<file path="src/rtl/arm_dp_encoder.sv">
// -----------------------------------------------------------------------------
// arm_dp_encoder
//
// Sequential ARM data-processing instruction encoder (inverse of the decoder).
// Accepts decoded fields over a valid/ready handshake, assembles the 32-bit
// instruction word and presents it on a valid/ready output handshake.
//
// Immediate operands (op2_kind 00) need a rotate_imm/immed_8 pair. By default
// the search tests one rotation per cycle, lowest rotation first, so the first
// hit is the canonical encoding. With ARM_ENC_FAST_IMM_EN defined, all 16
// rotations are tested in one cycle with a lowest-rotation priority pick and
// the rotation counter is not built.
//
// Ports:
//   clk, reset          clock (rising edge), asynchronous active-high reset
//   in_valid/in_ready   request handshake (in_ready high only in IDLE)
//   cond, opcode, s_bit condition, ALU opcode, set-flags request
//   rn, rd, rm, rs      register numbers
//   op2_kind            00 imm32, 01 Rm imm shift, 10 Rm reg shift, 11 illegal
//   imm32               immediate value to encode
//   shift_type/amt      shift type and immediate shift amount
//   out_valid/out_ready result handshake
//   out_inst            encoded instruction (0 on error)
//   out_err             operand cannot be encoded
// -----------------------------------------------------------------------------
module arm_dp_encoder (
  input  logic        clk,
  input  logic        reset,
  input  logic        in_valid,
  output logic        in_ready,
  input  logic [3:0]  cond,
  input  logic [3:0]  opcode,
  input  logic        s_bit,
  input  logic [3:0]  rn,
  input  logic [3:0]  rd,
  input  logic [3:0]  rm,
  input  logic [3:0]  rs,
  input  logic [1:0]  op2_kind,
  input  logic [31:0] imm32,
  input  logic [1:0]  shift_type,
  input  logic [4:0]  shift_amt,
  output logic        out_valid,
  input  logic        out_ready,
  output logic [31:0] out_inst,
  output logic        out_err
);

  typedef enum logic [1:0] {ST_IDLE, ST_BUSY, ST_OUT} state_t;

  state_t      state_reg, state_next;
  logic [3:0]  cond_reg, opcode_reg, rn_reg, rd_reg, rm_reg, rs_reg;
  logic        s_reg;
  logic [1:0]  kind_reg, shift_type_reg;
  logic [4:0]  shift_amt_reg;
  logic [31:0] imm_reg;
  logic [31:0] inst_reg, inst_next;
  logic        err_reg, err_next;

  // Immediate search result for the current cycle
  logic        imm_hit;
  logic [3:0]  imm_rot;
  logic [7:0]  imm_byte;
  logic        imm_exhausted;

`ifdef ARM_ENC_FAST_IMM_EN
  logic [31:0] rot_all [16];
  logic [15:0] hit_vec;

  for (genvar gi = 0; gi < 16; gi++) begin : g_rot
    if (gi == 0) begin : g_zero
      assign rot_all[gi] = imm_reg;
    end else begin : g_nz
      assign rot_all[gi] = {imm_reg[31-2*gi:0], imm_reg[31:32-2*gi]};
    end
    assign hit_vec[gi] = (rot_all[gi][31:8] == 24'd0);
  end

  // Descending scan so the lowest matching rotation is the one left standing
  always_comb begin
    imm_hit  = 1'b0;
    imm_rot  = 4'd0;
    imm_byte = 8'd0;
    for (int i = 15; i >= 0; i--) begin
      if (hit_vec[i]) begin
        imm_hit  = 1'b1;
        imm_rot  = i[3:0];
        imm_byte = rot_all[i][7:0];
      end
    end
  end

  assign imm_exhausted = 1'b1;
`else
  logic [3:0]  rot_reg, rot_next;
  logic [4:0]  rot_sh;
  logic [31:0] rot_val;

  // Rotate-left by 2r undoes the instruction's rotate-right by 2*rotate_imm.
  // A right shift by 32 yields 0, so r=0 degenerates cleanly to imm_reg.
  assign rot_sh        = {rot_reg, 1'b0};
  assign rot_val       = (imm_reg << rot_sh) | (imm_reg >> (6'd32 - {1'b0, rot_sh}));
  assign imm_hit       = (rot_val[31:8] == 24'd0);
  assign imm_rot       = rot_reg;
  assign imm_byte      = rot_val[7:0];
  assign imm_exhausted = (rot_reg == 4'd15);
`endif

  // Compare/test opcodes always set flags; MOV/MVN have no first operand
  logic        s_eff;
  logic [3:0]  rn_eff;
  logic [31:0] common;

  assign s_eff  = s_reg | (opcode_reg[3:2] == 2'b10);
  assign rn_eff = (opcode_reg[3:2] == 2'b11 && opcode_reg[0]) ? 4'd0 : rn_reg;
  assign common = {cond_reg, 2'b00, 1'b0, opcode_reg, s_eff, rn_eff, rd_reg, 12'd0};

  always_ff @(posedge clk or posedge reset) begin
    if (reset) begin
      state_reg      <= ST_IDLE;
      inst_reg       <= 32'd0;
      err_reg        <= 1'b0;
      cond_reg       <= 4'd0;
      opcode_reg     <= 4'd0;
      s_reg          <= 1'b0;
      rn_reg         <= 4'd0;
      rd_reg         <= 4'd0;
      rm_reg         <= 4'd0;
      rs_reg         <= 4'd0;
      kind_reg       <= 2'd0;
      imm_reg        <= 32'd0;
      shift_type_reg <= 2'd0;
      shift_amt_reg  <= 5'd0;
`ifndef ARM_ENC_FAST_IMM_EN
      rot_reg        <= 4'd0;
`endif
    end else begin
      state_reg <= state_next;
      inst_reg  <= inst_next;
      err_reg   <= err_next;
`ifndef ARM_ENC_FAST_IMM_EN
      rot_reg   <= rot_next;
`endif
      if (state_reg == ST_IDLE && in_valid) begin
        cond_reg       <= cond;
        opcode_reg     <= opcode;
        s_reg          <= s_bit;
        rn_reg         <= rn;
        rd_reg         <= rd;
        rm_reg         <= rm;
        rs_reg         <= rs;
        kind_reg       <= op2_kind;
        imm_reg        <= imm32;
        shift_type_reg <= shift_type;
        shift_amt_reg  <= shift_amt;
      end
    end
  end

  always_comb begin
    state_next = state_reg;
    inst_next  = inst_reg;
    err_next   = err_reg;
`ifndef ARM_ENC_FAST_IMM_EN
    rot_next   = rot_reg;
`endif
    case (state_reg)
      ST_IDLE: begin
        if (in_valid) begin
          state_next = ST_BUSY;
`ifndef ARM_ENC_FAST_IMM_EN
          rot_next   = 4'd0;
`endif
        end
      end
      ST_BUSY: begin
        case (kind_reg)
          2'b01: begin
            state_next = ST_OUT;
            err_next   = 1'b0;
            inst_next  = common | {20'd0, shift_amt_reg, shift_type_reg, 1'b0, rm_reg};
          end
          2'b10: begin
            state_next = ST_OUT;
            err_next   = 1'b0;
            inst_next  = common | {20'd0, rs_reg, 1'b0, shift_type_reg, 1'b1, rm_reg};
          end
          2'b11: begin
            state_next = ST_OUT;
            err_next   = 1'b1;
            inst_next  = 32'd0;
          end
          default: begin
            if (imm_hit) begin
              state_next = ST_OUT;
              err_next   = 1'b0;
              inst_next  = common | {6'd0, 1'b1, 13'd0, imm_rot, imm_byte};
            end else if (imm_exhausted) begin
              state_next = ST_OUT;
              err_next   = 1'b1;
              inst_next  = 32'd0;
            end else begin
`ifndef ARM_ENC_FAST_IMM_EN
              rot_next   = rot_reg + 4'd1;
`endif
            end
          end
        endcase
      end
      ST_OUT: begin
        if (out_ready) state_next = ST_IDLE;
      end
      default: state_next = ST_IDLE;
    endcase
  end

  assign in_ready  = (state_reg == ST_IDLE);
  assign out_valid = (state_reg == ST_OUT);
  assign out_inst  = inst_reg;
  assign out_err   = err_reg;

endmodule

</file>
<file path="config.mk">
export PLATFORM = sky130hd
export DESIGN_NAME = arm_dp_encoder
export DESIGN_NICKNAME = d
export VERILOG_FILES = /design/src/rtl/arm_dp_encoder.sv
export SDC_FILE = /design/constraint.sdc
export NUM_CORES = 1
export LEC_CHECK = 0
export ABC_AREA = 1
export CAP_MARGIN = 20
export CORE_MARGIN = 4
export CORE_UTILIZATION = 55
export DETAILED_ROUTE_END_ITERATION = 7
export HOLD_SLACK_MARGIN = 0.1
export MAX_ROUTING_LAYER = met4
export PLACE_DENSITY = 0.82
export REMOVE_ABC_BUFFERS = 1
export SETUP_SLACK_MARGIN = 0.3
export SYNTH_ARGS = -nofsm -noshare
export SYNTH_HDL_FRONTEND = slang
export SYNTH_SLANG_ARGS = --single-unit
export TNS_END_PERCENT = 30
</file>
<file path="constraint.sdc">
create_clock -name clk -period 6.8 [get_ports clk]
set_input_delay 0.68 -clock clk [delete_from_list [all_inputs] [get_ports clk]]
set_output_delay 0.68 -clock clk [all_outputs]
set_load 0.03 [all_outputs]
</file>
==> key figures, run 1 <==
Yosys
  – Synth Instances: ~890
  – Async S/R FF share, synth: 100%
  – Area leader, netlist: dfrtp_1
  – Mapped cell area: approximately 6600 µm²
  – Post-synth cell types: 28
  – Synth top area share: between 30% and 40%
  – Seq cells post-synth: about 100
  – Commonest cells in the netlist: nand2_1, nand3_1, dfrtp_1, mux2_2, nor2_1
  – Yosys warns: 0
  – Seq/Total Area, Yosys: between 30% and 40%
  – Number of synthesized flops with an enable pin: 0
  – Prevailing post-synth register cell: dfrtp_1
  – Most frequent cell after synthesis: nand2_1
  – Syn_area_per_cell: ~7.4 µm²
  – Synth area leaders: dfrtp_1, nand2_1, mux2_2

Placed design
  – I/O Buffers: 102
  – Placed inst area: 7590 µm²
  – Number of placed instances, taps included: 1088
  – HPWL Detailed: approximately 12000 µm
  – Placer congestion estimate: roughly 0.97

Power
  – Power Density: between 500 and 600 nW/µm²
  – Leak: roughly 3.8 nW
  – Peak supply drop: between 300 and 400 µV

Worst setup path
  – R2r startpoint: imm_rot[1]$_DFFE_PP0P_
  – Worst EP required: a little over 7 ns
  – Reg2reg path depth: 20
  – Reg2reg end: out_inst[1]$_DFFE_PP0P_
  – R2r setup slk: about 2.6 ns
  – CP Launch Type: flip-flop
  – CP Class: reg -> reg
  – Worst-path maximum fanout: 35
  – Worst setup EP type: flip-flop
  – Worst endpoint data arrival time: 4.43 ns

Global route
  – Met3 Use GR: under 10%
  – First-pass GRT wire length: ~29000 µm
  – Largest net degree at the start of global routing: 80
  – Grt total ovfl: 0
  – Met2 Use GR: around two fifths
  – GRT Total Usage: about a quarter
  – Layer with the highest usage: met2
  – Initial antenna violation count: 0
  – Global Route met1 Usage: 37.1%
  – Vias in the first global route: just under 6000

Outcome
  – Outcome: complete, no violations

Clock tree
  – H-Tree Level Count: 3
  – Worst-case clock buffer depth: 2
  – Cts hold-fix bufs: 0
  – Setup bufs post-CTS: 0
  – Root buffer cell: clkbuf_16
  – Clk slew on worst S/H paths: about 0.070 ns
  – Cts bufs inserted: 9
  – Worst-Skew Late Latency: around 0.36 ns
  – Clock Sinks: 103
  – CTS tree: yes
  – Post-cts gate resize count: 0

Layout
  – Non-Filler Instances: roughly 1100
  – Fillers: about 1000
  – Max reg flops: 32
  – Fin nets: just over 1000
  – # diodes: 0
  – Share of cells above drive strength 1: about a tenth
  – Area Growth Syn to Fin: 19.6%
  – Final instance area: a little under 8000 µm²

Floorplan
  – Core Box Area: roughly 12000 µm²
  – Die width: between 100 and 150 µm
  – Top-Level Pins: 105
  – Die Area: 13800 µm²
  – Initial Util: between 50% and 60%
  – Die Ht: roughly 120 µm
  – Rows: 39

Detailed routing
  – DRT iter0 DRCs: between 500 and 600
  – Antenna viol nets, final: 0
  – Drt first pass iters: 5
  – Routed vias: ~6300
  – Residual DRC count: 0
  – Via-to-Cell Ratio: around 5.7
  – WL/cell: approximately 16 µm
  – Routed WL: ~17000 µm

STA
  – Worst slew margin: 31.9%
  – Setup TNS: 0 ns
  – Fin crit share: between 60% and 70%
  – Fin. max-slew vios: 0
  – F_max: 239 MHz
  – Final setup fails: 0
  – Worst slew pin tran: a little over 1 ns
  – RSZ-0062 raised after global routing: false
  – Clock Skew: roughly 0.0073 ns
  – Hold Fails Final Rpt: 0
  – Period minus WS final: between 4 and 5 ns

Run
  – Max Cap Violations: 0

Worst hold path
  – Type of the tightest min-delay check: reg -> reg
  – Hold path cells: 2
  – Hold endpoint: out_inst[17]$_DFFE_PP0P_
  – HP Start: out_inst[17]$_DFFE_PP0P_
-- report_power, final --
group / leakage [nW] / switching, mW / internal, mW
registers: 1.26 / 0.211 / 0.898
logic: 2.44 / 1.76 / 0.980
clock network: 0.142 / 0.231 / 0.288
total: 3.85 / 2.20 / 2.17
-- cell usage in the layout, fill, tap and decap left out, types with 5 or more instances in the layout --
master,Yosys,final
a21oi_1,19,19
and2_1,6,6
buf_4,10,10
clkbuf_16,0,9
clkdlybuf4s50_1,0,102
dfrtp_1,103,103
ha_1,6,6
inv_1,28,27
inv_2,5,5
mux2_2,62,62
nand2_1,344,343
nand3_1,126,126
nand4_1,30,30
nor2_1,48,45
o211ai_1,28,28
o21ai_0,10,10
-- critical path: stages (launching register included) --
cell and delay, ns:
dfrtp_1 0.36, buf_4 0.23, inv_2 0.32, ha_1 0.32, inv_2 0.42, nand3_1 0.16, nand2_1 0.11, nand2_1 0.05
nand2_1 0.12, nand2_1 0.07, nor2_1 0.11, nand2_1 0.06, nand2_1 0.05, nand2_1 0.06, nor2_2 0.07, buf_4 0.30
nand2_1 0.18, nand3_1 0.13, nand2_1 0.61, nand2_1 0.25, nand2_1 0.08
-- cells by family (layout without fill, tap and decap cells) --
group | after synthesis | in the layout | share of synthesized area, %
compound gates | 68 | 68 | 6.47
xor+xnor | 2 | 2 | 0.551
fa+ha+maj | 6 | 6 | 1.14
buf+inv | 90 | 161 | 6.30
flops | 103 | 103 | 39.1
mux | 62 | 62 | 10.6
other cells | 1 | 2 | 0.0569
simple gates | 557 | 557 | 35.8
-- worst max-delay path by stage --
stage | start | to | cells past startpoint
detailed placement | imm_rot[1]$_DFFE_PP0P_ | out_inst[1]$_DFFE_PP0P_ | 20
finish | imm_rot[1]$_DFFE_PP0P_ | out_inst[1]$_DFFE_PP0P_ | 20
CTS | imm_rot[1]$_DFFE_PP0P_ | out_inst[1]$_DFFE_PP0P_ | 20
global route | imm_rot[1]$_DFFE_PP0P_ | out_inst[11]$_DFFE_PP0P_ | 18
floorplan | imm_rot[0]$_DFFE_PP0P_ | out_inst[0]$_DFFE_PP0P_ | 17
global placement | imm_rot[1]$_DFFE_PP0P_ | out_inst[10]$_DFFE_PP0P_ | 20
-- final cells by class --
cell class              count  area, µm²  share of cell area (%)
multi-input cells         697       3610                    45.8
flip-flops and latches    103       2580                    32.7
repair buffers            112       1100                    13.9
clock buffers              12        236                    3.00
well taps                 143        179                    2.27
inverters                  33        126                    1.60
clock inverters             4       52.6                   0.667
-- per-layer routing --
layer | wire length, µm | vias up
li1 | - | 3107
met1 | 7970 | 2860
met2 | 7700 | 258
met3 | 1230 | 28
met4 | 316 | 0
met5 | 0 | -
-- through the flow --
stage                     utilization (%)  hold WS [ns]  power (mW)  setup WS (ns)
final                                68.1         0.485        4.37           2.62
after global routing                 68.1         0.511        4.77           2.16
after CTS                            68.1         0.485        4.34           2.73
after detailed placement             65.6         0.469        3.81           2.74
after global placement               65.6         0.466        3.77           2.79
after floorplan                         -         0.474        3.02           1.00
Note: power is estimated with default switching activity, not from simulation.
==> inputs of run 2 (changes only) <==
==> constraint.sdc (replaced) <==
create_clock -name clk -period 4.08 [get_ports clk]
set_input_delay 0.408 -clock clk [delete_from_list [all_inputs] [get_ports clk]]
set_output_delay 0.408 -clock clk [all_outputs]
set_load 0.03 [all_outputs]
==> run 2 against run 1 <==
  * Routed wire length grew 1.9%
  * Sequential cell count did not move
  * Sequential power increased by 67%
  * First-iteration DRC count decreased by 9.6%
  * Register-to-register slack worse by 1.9 ns
  * Clock power increased by 58%
  * Largest cell class unchanged
==> key figures, run 2 (same netlist as run 1, synthesis figures left out) <==
Worst hold path
  – Type of the tightest min-delay check: reg -> reg
  – HP Start: out_inst[14]$_DFFE_PP0P_
  – Hold endpoint: out_inst[14]$_DFFE_PP0P_
  – Hold path cells: 2 (unchanged)

Floorplan
  – Top-Level Pins: 105 (unchanged)
  – Die width: 117 µm (unchanged)
  – Rows: 39 (unchanged)
  – Core Box Area: 11600 µm² (unchanged)
  – Initial Util: 57.0% (unchanged)
  – Die Area: 13800 µm² (unchanged)
  – Die Ht: 117 µm (unchanged)

Outcome
  – Outcome: complete, no violations

Worst setup path
  – Crit-path slowest cell: dfrtp_1
  – Worst EP required: 4.32 ns (-2.73 ns)
  – Crit. Startpoint: imm_rot[1]$_DFFE_PP0P_
  – Worst setup EP type: flip-flop
  – Crit path cell chain: inv_2 -> ha_1 -> xnor2_4 -> inv_2 -> nand2_1 -> nand2_1 -> nand2_1 -> nor2_1 -> nand2_1 -> nand2_1 -> nand2_1 -> nor2_2 -> nand2_1 -> nand3_1 -> buf_4 -> nand2_1 -> buf_4 -> nand2_1 -> nand2_1
  – Crit-path leading delay family: buffers and inverters
  – Reg2reg path depth: 19 (-5.0%)
  – Buf+Inv Stages, Crit Path: 4 (unchanged)
  – Worst endpoint data arrival time: 3.63 ns (-0.80 ns)
  – CP Launch Type: flip-flop
  – R2r setup slk: 0.69 ns (-1.93 ns)
  – CP Class: reg -> reg
  – Worst path max stage delay: 0.39 ns (-0.22 ns)
  – Worst-path maximum fanout: 31 (-11%)
  – Reg2reg end: out_inst[12]$_DFFE_PP0P_
  – R2r startpoint: imm_rot[1]$_DFFE_PP0P_
  – CP most frequent cell: nand2_1

Detailed routing
  – Routed WL: 17500 µm (+1.9%)
  – Residual DRC count: 0 (unchanged)
  – Antenna viol nets, final: 0 (unchanged)
  – Via-to-Cell Ratio: 5.68 (+0.29%)
  – Routed vias: 6288 (+0.56%)
  – Drt first pass iters: 5 (unchanged)
  – WL/cell: 15.8 µm (+1.6%)
  – DRT iter0 DRCs: 538 (-9.6%)

Layout
  – Final instance area: 7900 µm² (+0.21%)
  – Fillers: 1019 (+1.8%)
  – Most common cell after layout, fill and taps aside: nand2_1
  – Most frequent cells in the layout: nand2_1, nand3_1, dfrtp_1
  – Max reg flops: 32 (unchanged)
  – Area Growth Syn to Fin: 19.8%
  – FF/Latch Area: 2580 µm² (unchanged)
  – # diodes: 0 (unchanged)
  – Non-Filler Instances: 1107 (+0.27%)
  – Fin util: 68.3% (+0.14 points)
  – Share of cells above drive strength 1: 10.8% (+0.59 points)
  – Fin nets: 1035 (+0.29%)
  – Multi-input gate area: 3610 µm² (unchanged)

Global route
  – Vias in the first global route: 5896 (+0.068%)
  – Initial antenna violation count: 0 (unchanged)
  – Largest net degree at the start of global routing: 76 (-5.0%)
  – Grt total ovfl: 0 (unchanged)
  – GRT Total Usage: 26.5% (+0.21 points)
  – First-pass GRT wire length: 29300 µm (about the same)

STA
  – Worst slew margin: 39.6% (+7.7 points)
  – Final setup fails: 0 (unchanged)
  – Fin crit share: 83.2% (+22 points)
  – RSZ-0062 raised after global routing: false
  – Clock Skew: 0.0112 ns (+0.00388 ns)
  – Hold Fails Final Rpt: 0 (unchanged)
  – PnR worst setup slack: 0.685 ns (-1.93 ns)
  – Fin. max-slew vios: 0 (unchanged)
  – Worst slew pin tran: 0.906 ns (-0.113 ns)
  – Period minus WS final: 3.39 ns (-0.786 ns)
  – Setup TNS: 0 ns (unchanged)
  – F_max: 295 MHz (+23%)

Clock tree
  – H-Tree Level Count: 3 (unchanged)
  – Worst-case clock buffer depth: 2 (unchanged)
  – CTS tree: yes
  – Cts bufs inserted: 9 (unchanged)
  – Clk slew on worst S/H paths: 0.07 ns (about the same)
  – Root buffer cell: clkbuf_16
  – Worst-Skew Late Latency: 0.36 ns (about the same)
  – Clock Sinks: 103 (unchanged)

Power
  – Power Density: 922 nW/µm² (+66%)
  – Leak: 3.85 nW (+0.18%)
  – Peak supply drop: 520 µV (+59%)

Placed design
  – DP Worst Slack: 0.661 ns (-2.08 ns)
  – Number of placed instances, taps included: 1091 (+0.28%)
  – Placer congestion estimate: 0.987 (+2.0%)
  – Placed inst area: 7610 µm² (+0.30%)
  – I/O Buffers: 102 (unchanged)
  – HPWL Detailed: 12500 µm (+4.4%)

Run
  – Max Cap Violations: 0 (unchanged)
## run 2: cell type report
type                    count  area share, %
clock buffers               9           2.85
clock inverters             7          0.713
inverters                  33           1.62
multi-input cells         697           45.7
flip-flops and latches    103           32.6
well taps                 143           2.27
repair buffers            115           14.2
## run 2: worst reg2reg max path, stage by stage (launching register included)
cell and delay (ns):
dfrtp_1 0.39, inv_2 0.26, ha_1 0.34, xnor2_4 0.19
inv_2 0.37, nand2_1 0.10, nand2_1 0.13, nand2_1 0.07
nor2_1 0.10, nand2_1 0.06, nand2_1 0.05, nand2_1 0.06
nor2_2 0.10, nand2_1 0.12, nand3_1 0.09, buf_4 0.33
nand2_1 0.09, buf_4 0.27, nand2_1 0.10, nand2_1 0.07
## run 2: timing repair
item,4_1_cts,5_1_grt
hold endpoints to repair,0,0
gates resized for setup,0,1
hold buffers,0,0
setup endpoints to repair,0,27
buffers inserted,0,0
## run 2: worst max path at each step
stage | end | slack, ns | depth (start not counted)
floorplan | out_inst[0]$_DFFE_PP0P_ | -1.72 | 17
CTS | out_inst[12]$_DFFE_PP0P_ | 0.63 | 20
global route | out_inst[14]$_DFFE_PP0P_ | 0.35 | 19
detailed placement | out_inst[29]$_DFFE_PP0P_ | 0.66 | 20
finish | out_inst[12]$_DFFE_PP0P_ | 0.69 | 19
global placement | out_inst[12]$_DFFE_PP0P_ | 0.74 | 20
## run 2: layer usage
metal  up-vias  global-route usage, %  wire [µm]
met5         -                      -          0
li1       3099                      -          -
met4         0                   7.47        297
met3        25                   6.30       1070
met1      2950                   37.1       8170
met2       214                   38.8       8000
## run 2: per-stage QoR
step | hold WS, ns | total power [mW]
6_report | 0.486 | 7.28
5_1_grt | 0.509 | 7.92
4_1_cts | 0.488 | 7.25
3_5_place_dp | 0.468 | 6.39
3_3_place_gp | 0.464 | 6.36
2_1_floorplan | 0.474 | 5.03
## run 2: power breakdown
part	total, mW	internal (mW)	switching (mW)
clock network	0.821	0.421	0.400
logic	4.61	1.65	2.97
registers	1.85	1.50	0.350
total	7.28	3.57	3.72
